[src/rtl/alu_issue_stage_pkg.sv]
// Shared definitions for the alu issue stage: default widths, ALU opcodes
// and the legal-opcode test used to flag unsupported operations.
package alu_issue_stage_pkg;

    localparam int unsigned DATA_WIDTH_DEF = 32;
    localparam int unsigned ADDR_WIDTH_DEF = 5;

    typedef enum logic [2:0] {
        ALUOP_AND = 3'b000,
        ALUOP_OR  = 3'b001,
        ALUOP_ADD = 3'b010,
        ALUOP_SUB = 3'b110,
        ALUOP_SLT = 3'b111
    } aluop_e;

    function automatic logic is_legal_aluop(input logic [2:0] op);
        logic legal;
        case (op)
            ALUOP_AND, ALUOP_OR, ALUOP_ADD, ALUOP_SUB, ALUOP_SLT: legal = 1'b1;
            default:                                              legal = 1'b0;
        endcase
        return legal;
    endfunction

endpackage

[src/rtl/alu_issue_stage_reg_file.sv]
// Architectural register file: two asynchronous read ports, one synchronous
// write port, r0 hard-wired to zero, synchronous active-low clear.
module reg_file
    import alu_issue_stage_pkg::*;
#(
    parameter int unsigned DATA_WIDTH = DATA_WIDTH_DEF,
    parameter int unsigned ADDR_WIDTH = ADDR_WIDTH_DEF
) (
    input  logic                  clk,
    input  logic                  rst,
    input  logic [ADDR_WIDTH-1:0] i_raddr1,
    input  logic [ADDR_WIDTH-1:0] i_raddr2,
    output logic [DATA_WIDTH-1:0] o_rdata1,
    output logic [DATA_WIDTH-1:0] o_rdata2,
    input  logic                  i_wen,
    input  logic [ADDR_WIDTH-1:0] i_waddr,
    input  logic [DATA_WIDTH-1:0] i_wdata
);

    localparam int unsigned NREG = 1 << ADDR_WIDTH;

    logic [DATA_WIDTH-1:0] r_mem [NREG];

    // Clear on reset, otherwise write any register except r0.
    always_ff @(posedge clk) begin
        if (!rst) begin
            r_mem <= '{default: '0};
        end else if (i_wen && (i_waddr != '0)) begin
            r_mem[i_waddr] <= i_wdata;
        end
    end

    assign o_rdata1 = (i_raddr1 == '0) ? '0 : r_mem[i_raddr1];
    assign o_rdata2 = (i_raddr2 == '0) ? '0 : r_mem[i_raddr2];

endmodule

[src/rtl/alu_issue_stage.sv]
// Operand issue stage in front of the alu: register file read with
// writeback forwarding, per-register pending scoreboard for RAW/WAW stalls,
// and a one-entry valid/ready output register driving A/B/ALUop.
module alu_issue_stage
    import alu_issue_stage_pkg::*;
#(
    parameter int unsigned DATA_WIDTH = DATA_WIDTH_DEF,
    parameter int unsigned ADDR_WIDTH = ADDR_WIDTH_DEF
) (
    input  logic                  clk,
    input  logic                  rst,
    input  logic                  in_valid,
    output logic                  in_ready,
    input  logic [ADDR_WIDTH-1:0] in_raddr1,
    input  logic [ADDR_WIDTH-1:0] in_raddr2,
    input  logic [ADDR_WIDTH-1:0] in_waddr,
    input  logic                  in_wen,
    input  logic [2:0]            in_aluop,
    output logic                  out_valid,
    input  logic                  out_ready,
    output logic [DATA_WIDTH-1:0] A,
    output logic [DATA_WIDTH-1:0] B,
    output logic [2:0]            ALUop,
    output logic [ADDR_WIDTH-1:0] out_waddr,
    output logic                  out_wen,
    input  logic                  wb_en,
    input  logic [ADDR_WIDTH-1:0] wb_addr,
    input  logic [DATA_WIDTH-1:0] wb_data,
    output logic                  err_illegal_op
);

    localparam int unsigned NREG = 1 << ADDR_WIDTH;

    logic [DATA_WIDTH-1:0] w_rf_rd1;
    logic [DATA_WIDTH-1:0] w_rf_rd2;
    logic [DATA_WIDTH-1:0] w_opa;
    logic [DATA_WIDTH-1:0] w_opb;
    logic                  w_wb_hit1;
    logic                  w_wb_hit2;
    logic                  w_wb_hitw;
    logic                  w_haz1;
    logic                  w_haz2;
    logic                  w_hazw;
    logic                  w_hazard;
    logic                  w_accept;
    logic [NREG-1:0]       w_pend_nxt;

    logic [NREG-1:0]       r_pend;
    logic                  r_out_valid;
    logic [DATA_WIDTH-1:0] r_a;
    logic [DATA_WIDTH-1:0] r_b;
    logic [2:0]            r_aluop;
    logic [ADDR_WIDTH-1:0] r_out_waddr;
    logic                  r_out_wen;
    logic                  r_err;

    reg_file #(
        .DATA_WIDTH (DATA_WIDTH),
        .ADDR_WIDTH (ADDR_WIDTH)
    ) u_reg_file (
        .clk      (clk),
        .rst      (rst),
        .i_raddr1 (in_raddr1),
        .i_raddr2 (in_raddr2),
        .o_rdata1 (w_rf_rd1),
        .o_rdata2 (w_rf_rd2),
        .i_wen    (wb_en),
        .i_waddr  (wb_addr),
        .i_wdata  (wb_data)
    );

    assign w_wb_hit1 = wb_en && (wb_addr == in_raddr1);
    assign w_wb_hit2 = wb_en && (wb_addr == in_raddr2);
    assign w_wb_hitw = wb_en && (wb_addr == in_waddr);

    // r0 is already zero from the register file; forward only nonzero indices.
    assign w_opa = (in_raddr1 == '0) ? '0 : (w_wb_hit1 ? wb_data : w_rf_rd1);
    assign w_opb = (in_raddr2 == '0) ? '0 : (w_wb_hit2 ? wb_data : w_rf_rd2);

    // A writeback landing this cycle resolves the hazard it would otherwise cause.
    assign w_haz1   = (in_raddr1 != '0) && r_pend[in_raddr1] && !w_wb_hit1;
    assign w_haz2   = (in_raddr2 != '0) && r_pend[in_raddr2] && !w_wb_hit2;
    assign w_hazw   = in_wen && (in_waddr != '0) && r_pend[in_waddr] && !w_wb_hitw;
    assign w_hazard = w_haz1 || w_haz2 || w_hazw;

    assign in_ready = (!r_out_valid || out_ready) && !w_hazard;
    assign w_accept = in_valid && in_ready;

    // Scoreboard update: retire on writeback, then claim for the new writer so set wins.
    always_comb begin
        w_pend_nxt = r_pend;
        if (wb_en && (wb_addr != '0)) begin
            w_pend_nxt[wb_addr] = 1'b0;
        end
        if (w_accept && in_wen && (in_waddr != '0)) begin
            w_pend_nxt[in_waddr] = 1'b1;
        end
    end

    // Scoreboard register.
    always_ff @(posedge clk) begin
        if (!rst) begin
            r_pend <= '0;
        end else begin
            r_pend <= w_pend_nxt;
        end
    end

    // Output register: load on accept, drop valid when consumed without refill, hold otherwise.
    always_ff @(posedge clk) begin
        if (!rst) begin
            r_out_valid <= 1'b0;
            r_a         <= '0;
            r_b         <= '0;
            r_aluop     <= ALUOP_AND;
            r_out_waddr <= '0;
            r_out_wen   <= 1'b0;
        end else if (w_accept) begin
            r_out_valid <= 1'b1;
            r_a         <= w_opa;
            r_b         <= w_opb;
            r_aluop     <= in_aluop;
            r_out_waddr <= in_waddr;
            r_out_wen   <= in_wen;
        end else if (out_ready) begin
            r_out_valid <= 1'b0;
        end
    end

    // Sticky flag for any accepted opcode the alu does not implement.
    always_ff @(posedge clk) begin
        if (!rst) begin
            r_err <= 1'b0;
        end else if (w_accept && !is_legal_aluop(in_aluop)) begin
            r_err <= 1'b1;
        end
    end

    assign out_valid      = r_out_valid;
    assign A              = r_a;
    assign B              = r_b;
    assign ALUop          = r_aluop;
    assign out_waddr      = r_out_waddr;
    assign out_wen        = r_out_wen;
    assign err_illegal_op = r_err;

endmodule
[config.mk]
export PLATFORM = sky130hd
export DESIGN_NAME = alu_issue_stage
export DESIGN_NICKNAME = d
export VERILOG_FILES = /design/src/rtl/alu_issue_stage_pkg.sv /design/src/rtl/alu_issue_stage_reg_file.sv /design/src/rtl/alu_issue_stage.sv
export SDC_FILE = /design/constraint.sdc
export NUM_CORES = 2
export LEC_CHECK = 0
export ABC_AREA = 1
export CORE_UTILIZATION = 35
export DETAILED_ROUTE_END_ITERATION = 8
export GPL_TIMING_DRIVEN = 0
export PLACE_DENSITY = 0.58
export REMOVE_ABC_BUFFERS = 1
export SYNTH_ARGS = -nofsm -noshare
export SYNTH_HDL_FRONTEND = slang
export SYNTH_HIERARCHICAL = 1
export SYNTH_SLANG_ARGS = --single-unit
[constraint.sdc]
create_clock -name clk -period 3.6 [get_ports clk]
set_clock_uncertainty 0.1 [all_clocks]
set_input_delay 0.72 -clock clk [delete_from_list [all_inputs] [get_ports clk]]
set_output_delay 0.72 -clock clk [all_outputs]
set_load 0.02 [all_outputs]
==> metrics.csv <==
stage,metric,value,unit
yosys,seq_area_frac_synth,37.1,%
worst_hold_path,timing.hold.worst_endpoint,u_reg_file/r_mem[997],
routing,highest-signal-layer,met5,
routing,first_iter_violations,9873,
critical_path,launching_element_of_the_worst_setup_path,in_raddr1[2],
placement,numPortBuffers,136,
critical_path,crit_fanout,42,
clocking,cts_max_level,4,
die,num_io_pins,137,
power_and_ir_drop,max-vdd-ir-drop,0.000529,V
critical_path,worst_ep_arrival_time,4.32,ns
placement,dp.cells,11525,
global_routing,pin_count_of_the_biggest_net_entering_global_routing,179,
critical_path,critical_path_class,input port to flop,
run,cap_viol_max_count,0,
worst_hold_path,holdCritPathClass,flop to flop,
critical_path,r2r_cells,13,
routing,met3_wirelength,29400,um
yosys,synth_ff_type,sky130_fd_sc_hd__dfxtp_1,
routing,viasPerCell,5.83,
worst_hold_path,hp-start,u_reg_file/r_mem[997],
cells_and_area,share_of_the_core_filled_with_cells,40.5,%
global_routing,antenna_found_initial,4,
yosys,synth.largest_area_cell,sky130_fd_sc_hd__dfxtp_1,
global_routing,global_route.overflow_total,0,
routing,wl_met1,109000,um
critical_path,worstReg2RegStart,r_pend[2],
routing,drc_errors,0,
sta,final.period_utilization,105,%
routing,post_detailed_route_count_of_antenna_violating_nets,0,
yosys,mappedNetlistArea,61000,sq um
die,die_w,419,um
critical_path,r2r-end,B[13],
critical_path,timing.reg2reg.setup_slack,0.82,ns
cells_and_area,area.growth.synth_to_final,14.4,%
die,fp.coreArea,172000,sq um
yosys,synth_area_leaders,"sky130_fd_sc_hd__dfxtp_1 (37%), sky130_fd_sc_hd__nand2_1 (15%), sky130_fd_sc_hd__o21ai_0 (12%)",
clocking,clock_latency,0.78,ns
global_routing,grt_pass1_vias,62359,
die,floorplan.initialDensity,35.4,%
placement,detailedPlacementHpwl,150000,um
sta,slew_headroom,7.98,%
routing,drtPass1Iterations,9,
sta,worstMarginPinSlew,1.38,ns
clocking,cts_root_buffer,sky130_fd_sc_hd__clkbuf_16,
critical_path,cp_data_required_time,4.15,ns
status,failed_checks,setup timing,
global_routing,grt_use_total,29.5,%
placement,gp_congestion,0.868,
sta,hold_viol,0,
yosys,yosys.area.top_type_share,37.1,%
global_routing,grt_first_pass_wirelength,399000,um
sta,grt_setup_unrepaired,true,
routing,average_detailed_routed_wire_length_per_instance,23.1,um
critical_path,start_kind,input port,
critical_path,end_kind,flop,
die,site_rows,152,
sta,setup_viol,3,
routing,route.vias.total,68657,
clocking,tritoncts,built,
sta,hold_ws,0.341,ns
sta,fin_tns_setup,-0.319,ns
critical_path,crit_chain,buf_6 > buf_16 > inv_6 > buf_16 > nor2_4 > clkinvlp_4 > buf_4 > buf_4 > a21oi_1 > nor2_1 > nand2_1 > nand2_1 > nor2_1 > o21ai_0 > a21oi_1,
power_and_ir_drop,p_per_area,445,nW/um^2
clocking,numCtsBuffers,130,
sta,timing_max_transition_violations_final,0,
routing,routed_wl,272000,um
status,status,"finished, violations left",
die,floorplan.die.height,419,um
clocking,clk_path_buf_depth,3,
cells_and_area,layout-drive-gt1-share,4.95,%
clocking,tritoncts_num_sinks,1131,
sta,postLayoutSetupSlackWorst,-0.168,ns
yosys,syn_avg_cell_area,6.19,sq um
clocking,clk_pin_slew,0.06,ns
critical_path,slowest_delay,0.56,ns
sta,final.min_clock_period,3.77,ns
sta,max_clock_freq,0.265,GHz
critical_path,crit_slowest_cell,sky130_fd_sc_hd__o21ai_0,
yosys,synth_enable_flop_cells,0,
yosys,synth.distinct_cells,30,
die,floorplan.die_area,176000,sq um
yosys,synthesis.instances,9848,
yosys,synth-seq-cells,1131,
routing,dr_wl_met2,118000,um
yosys,yosysWarningCount,6,
worst_hold_path,worst_hold_path.num_cells,2,
cells_and_area,nNetsFinal,9436,
yosys,asyncSetResetFlopFracSynth,0,%
cells_and_area,instances_no_fill,11785,
power_and_ir_drop,total_power,31.0,mW
power_and_ir_drop,p_leak,27.2,nW
==> per-layer routing <==
metal / global-route usage [%] / vias up
met3: 5.66 / 826
met4: 15.8 / 2
met1: 38.3 / 31925
met5: 0 / -
met2: 46.1 / 4197
li1: - / 31707
==> metrics by stage <==
step           setup slack [ns]  cell area (sq um)
2_1_floorplan             -2.98              57300
3_3_place_gp             -65.48              61600
3_5_place_dp              -2.22              64700
4_1_cts                -0.00271              69600
5_1_grt                 -0.0209              69800
6_report                 -0.168              69800
==> registers in the layout, indices dropped and copies added (netlist names), 3 cells and up <==
register / count
u_reg_file/r_mem: 1024
A: 32
ALUop: 3
B: 32
out_waddr: 5
r_pend: 32
==> where the power goes <==
part	switching, mW	leakage (nW)	internal, mW
clock network	5.66	2.14	8.17
registers	0.129	9.14	12.7
logic	3.17	15.9	1.18
==> cell usage in the layout (no fill, tap or decap), drive strengths merged, types with 5 or more instances in the layout <==
master         count
bufinv             8
buf              157
nand3           1087
nand2           2406
o21ai           1448
clkinvlp           7
o211ai            64
nor2            1028
clkdlybuf4s50    114
clkbuf           206
nand4             39
clkinv            49
dfxtp           1131
a21oi           1119
inv              373
bufbuf             8
nor3             210
clkdlybuf4s15      5
==> critical path, delay by kind of cell <==
kind	cells	cell delay, ns
buffers and inverters	7	1.74
and+or+nand+nor	5	0.92
AOI/OAI and AO/OA	3	0.77
==> worst max-delay path by stage <==
| stage | depth (start not counted) | end |
|---|---|---|
| 5_1_grt | 17 | A[31] |
| 6_report | 15 | A[19] |
| 3_3_place_gp | 9 | B[16] |
| 3_5_place_dp | 11 | u_reg_file/r_mem[431] |
| 2_1_floorplan | 8 | B[12] |
| 4_1_cts | 13 | in_ready |
==> logic make-up (layout without fill, tap and decap cells) <==
kind of cell,Yosys count,after routing,share of synthesized area [%]
flops,1131,1131,37.1
buf+inv,1307,929,8.49
other cells,0,4,0
simple gates,4774,4775,32.5
compound gates,2636,2636,21.9
==> cell usage after synthesis (17+ instances only) <==
library cell,number
sky130_fd_sc_hd__o21ai_1,38
sky130_fd_sc_hd__nor2_2,19
sky130_fd_sc_hd__dfxtp_1,1131
sky130_fd_sc_hd__clkbuf_1,629
sky130_fd_sc_hd__nor2_1,1007
sky130_fd_sc_hd__nand2_1,2402
sky130_fd_sc_hd__a21oi_1,1119
sky130_fd_sc_hd__buf_1,106
sky130_fd_sc_hd__buf_2,143
sky130_fd_sc_hd__nand4_1,37
sky130_fd_sc_hd__nor3_1,207
sky130_fd_sc_hd__nand3_1,1086
sky130_fd_sc_hd__clkinv_1,32
sky130_fd_sc_hd__o21ai_0,1410
sky130_fd_sc_hd__inv_1,355
sky130_fd_sc_hd__o211ai_1,64
sky130_fd_sc_hd__inv_2,17
==> cell type report <==
cell class                 instances  area, sq um
tap                             2310         2890
clock buffer                     196         3970
clock inverter                    32          382
fill                           17873       103000
inverter                         405         1600
multi-input combinational       7411        33400
antenna                            4         10.0
timing repair buffer             296         4860
sequential                      1131        22600
==> what timing repair did <==
action,in CTS,in global routing
setup endpoints to repair,348,28
resized for setup,57,19
pin swaps,8,2
hold buffers,0,0
setup buffers,11,1
cloned,9,7
(Power assumes the default switching activity.)
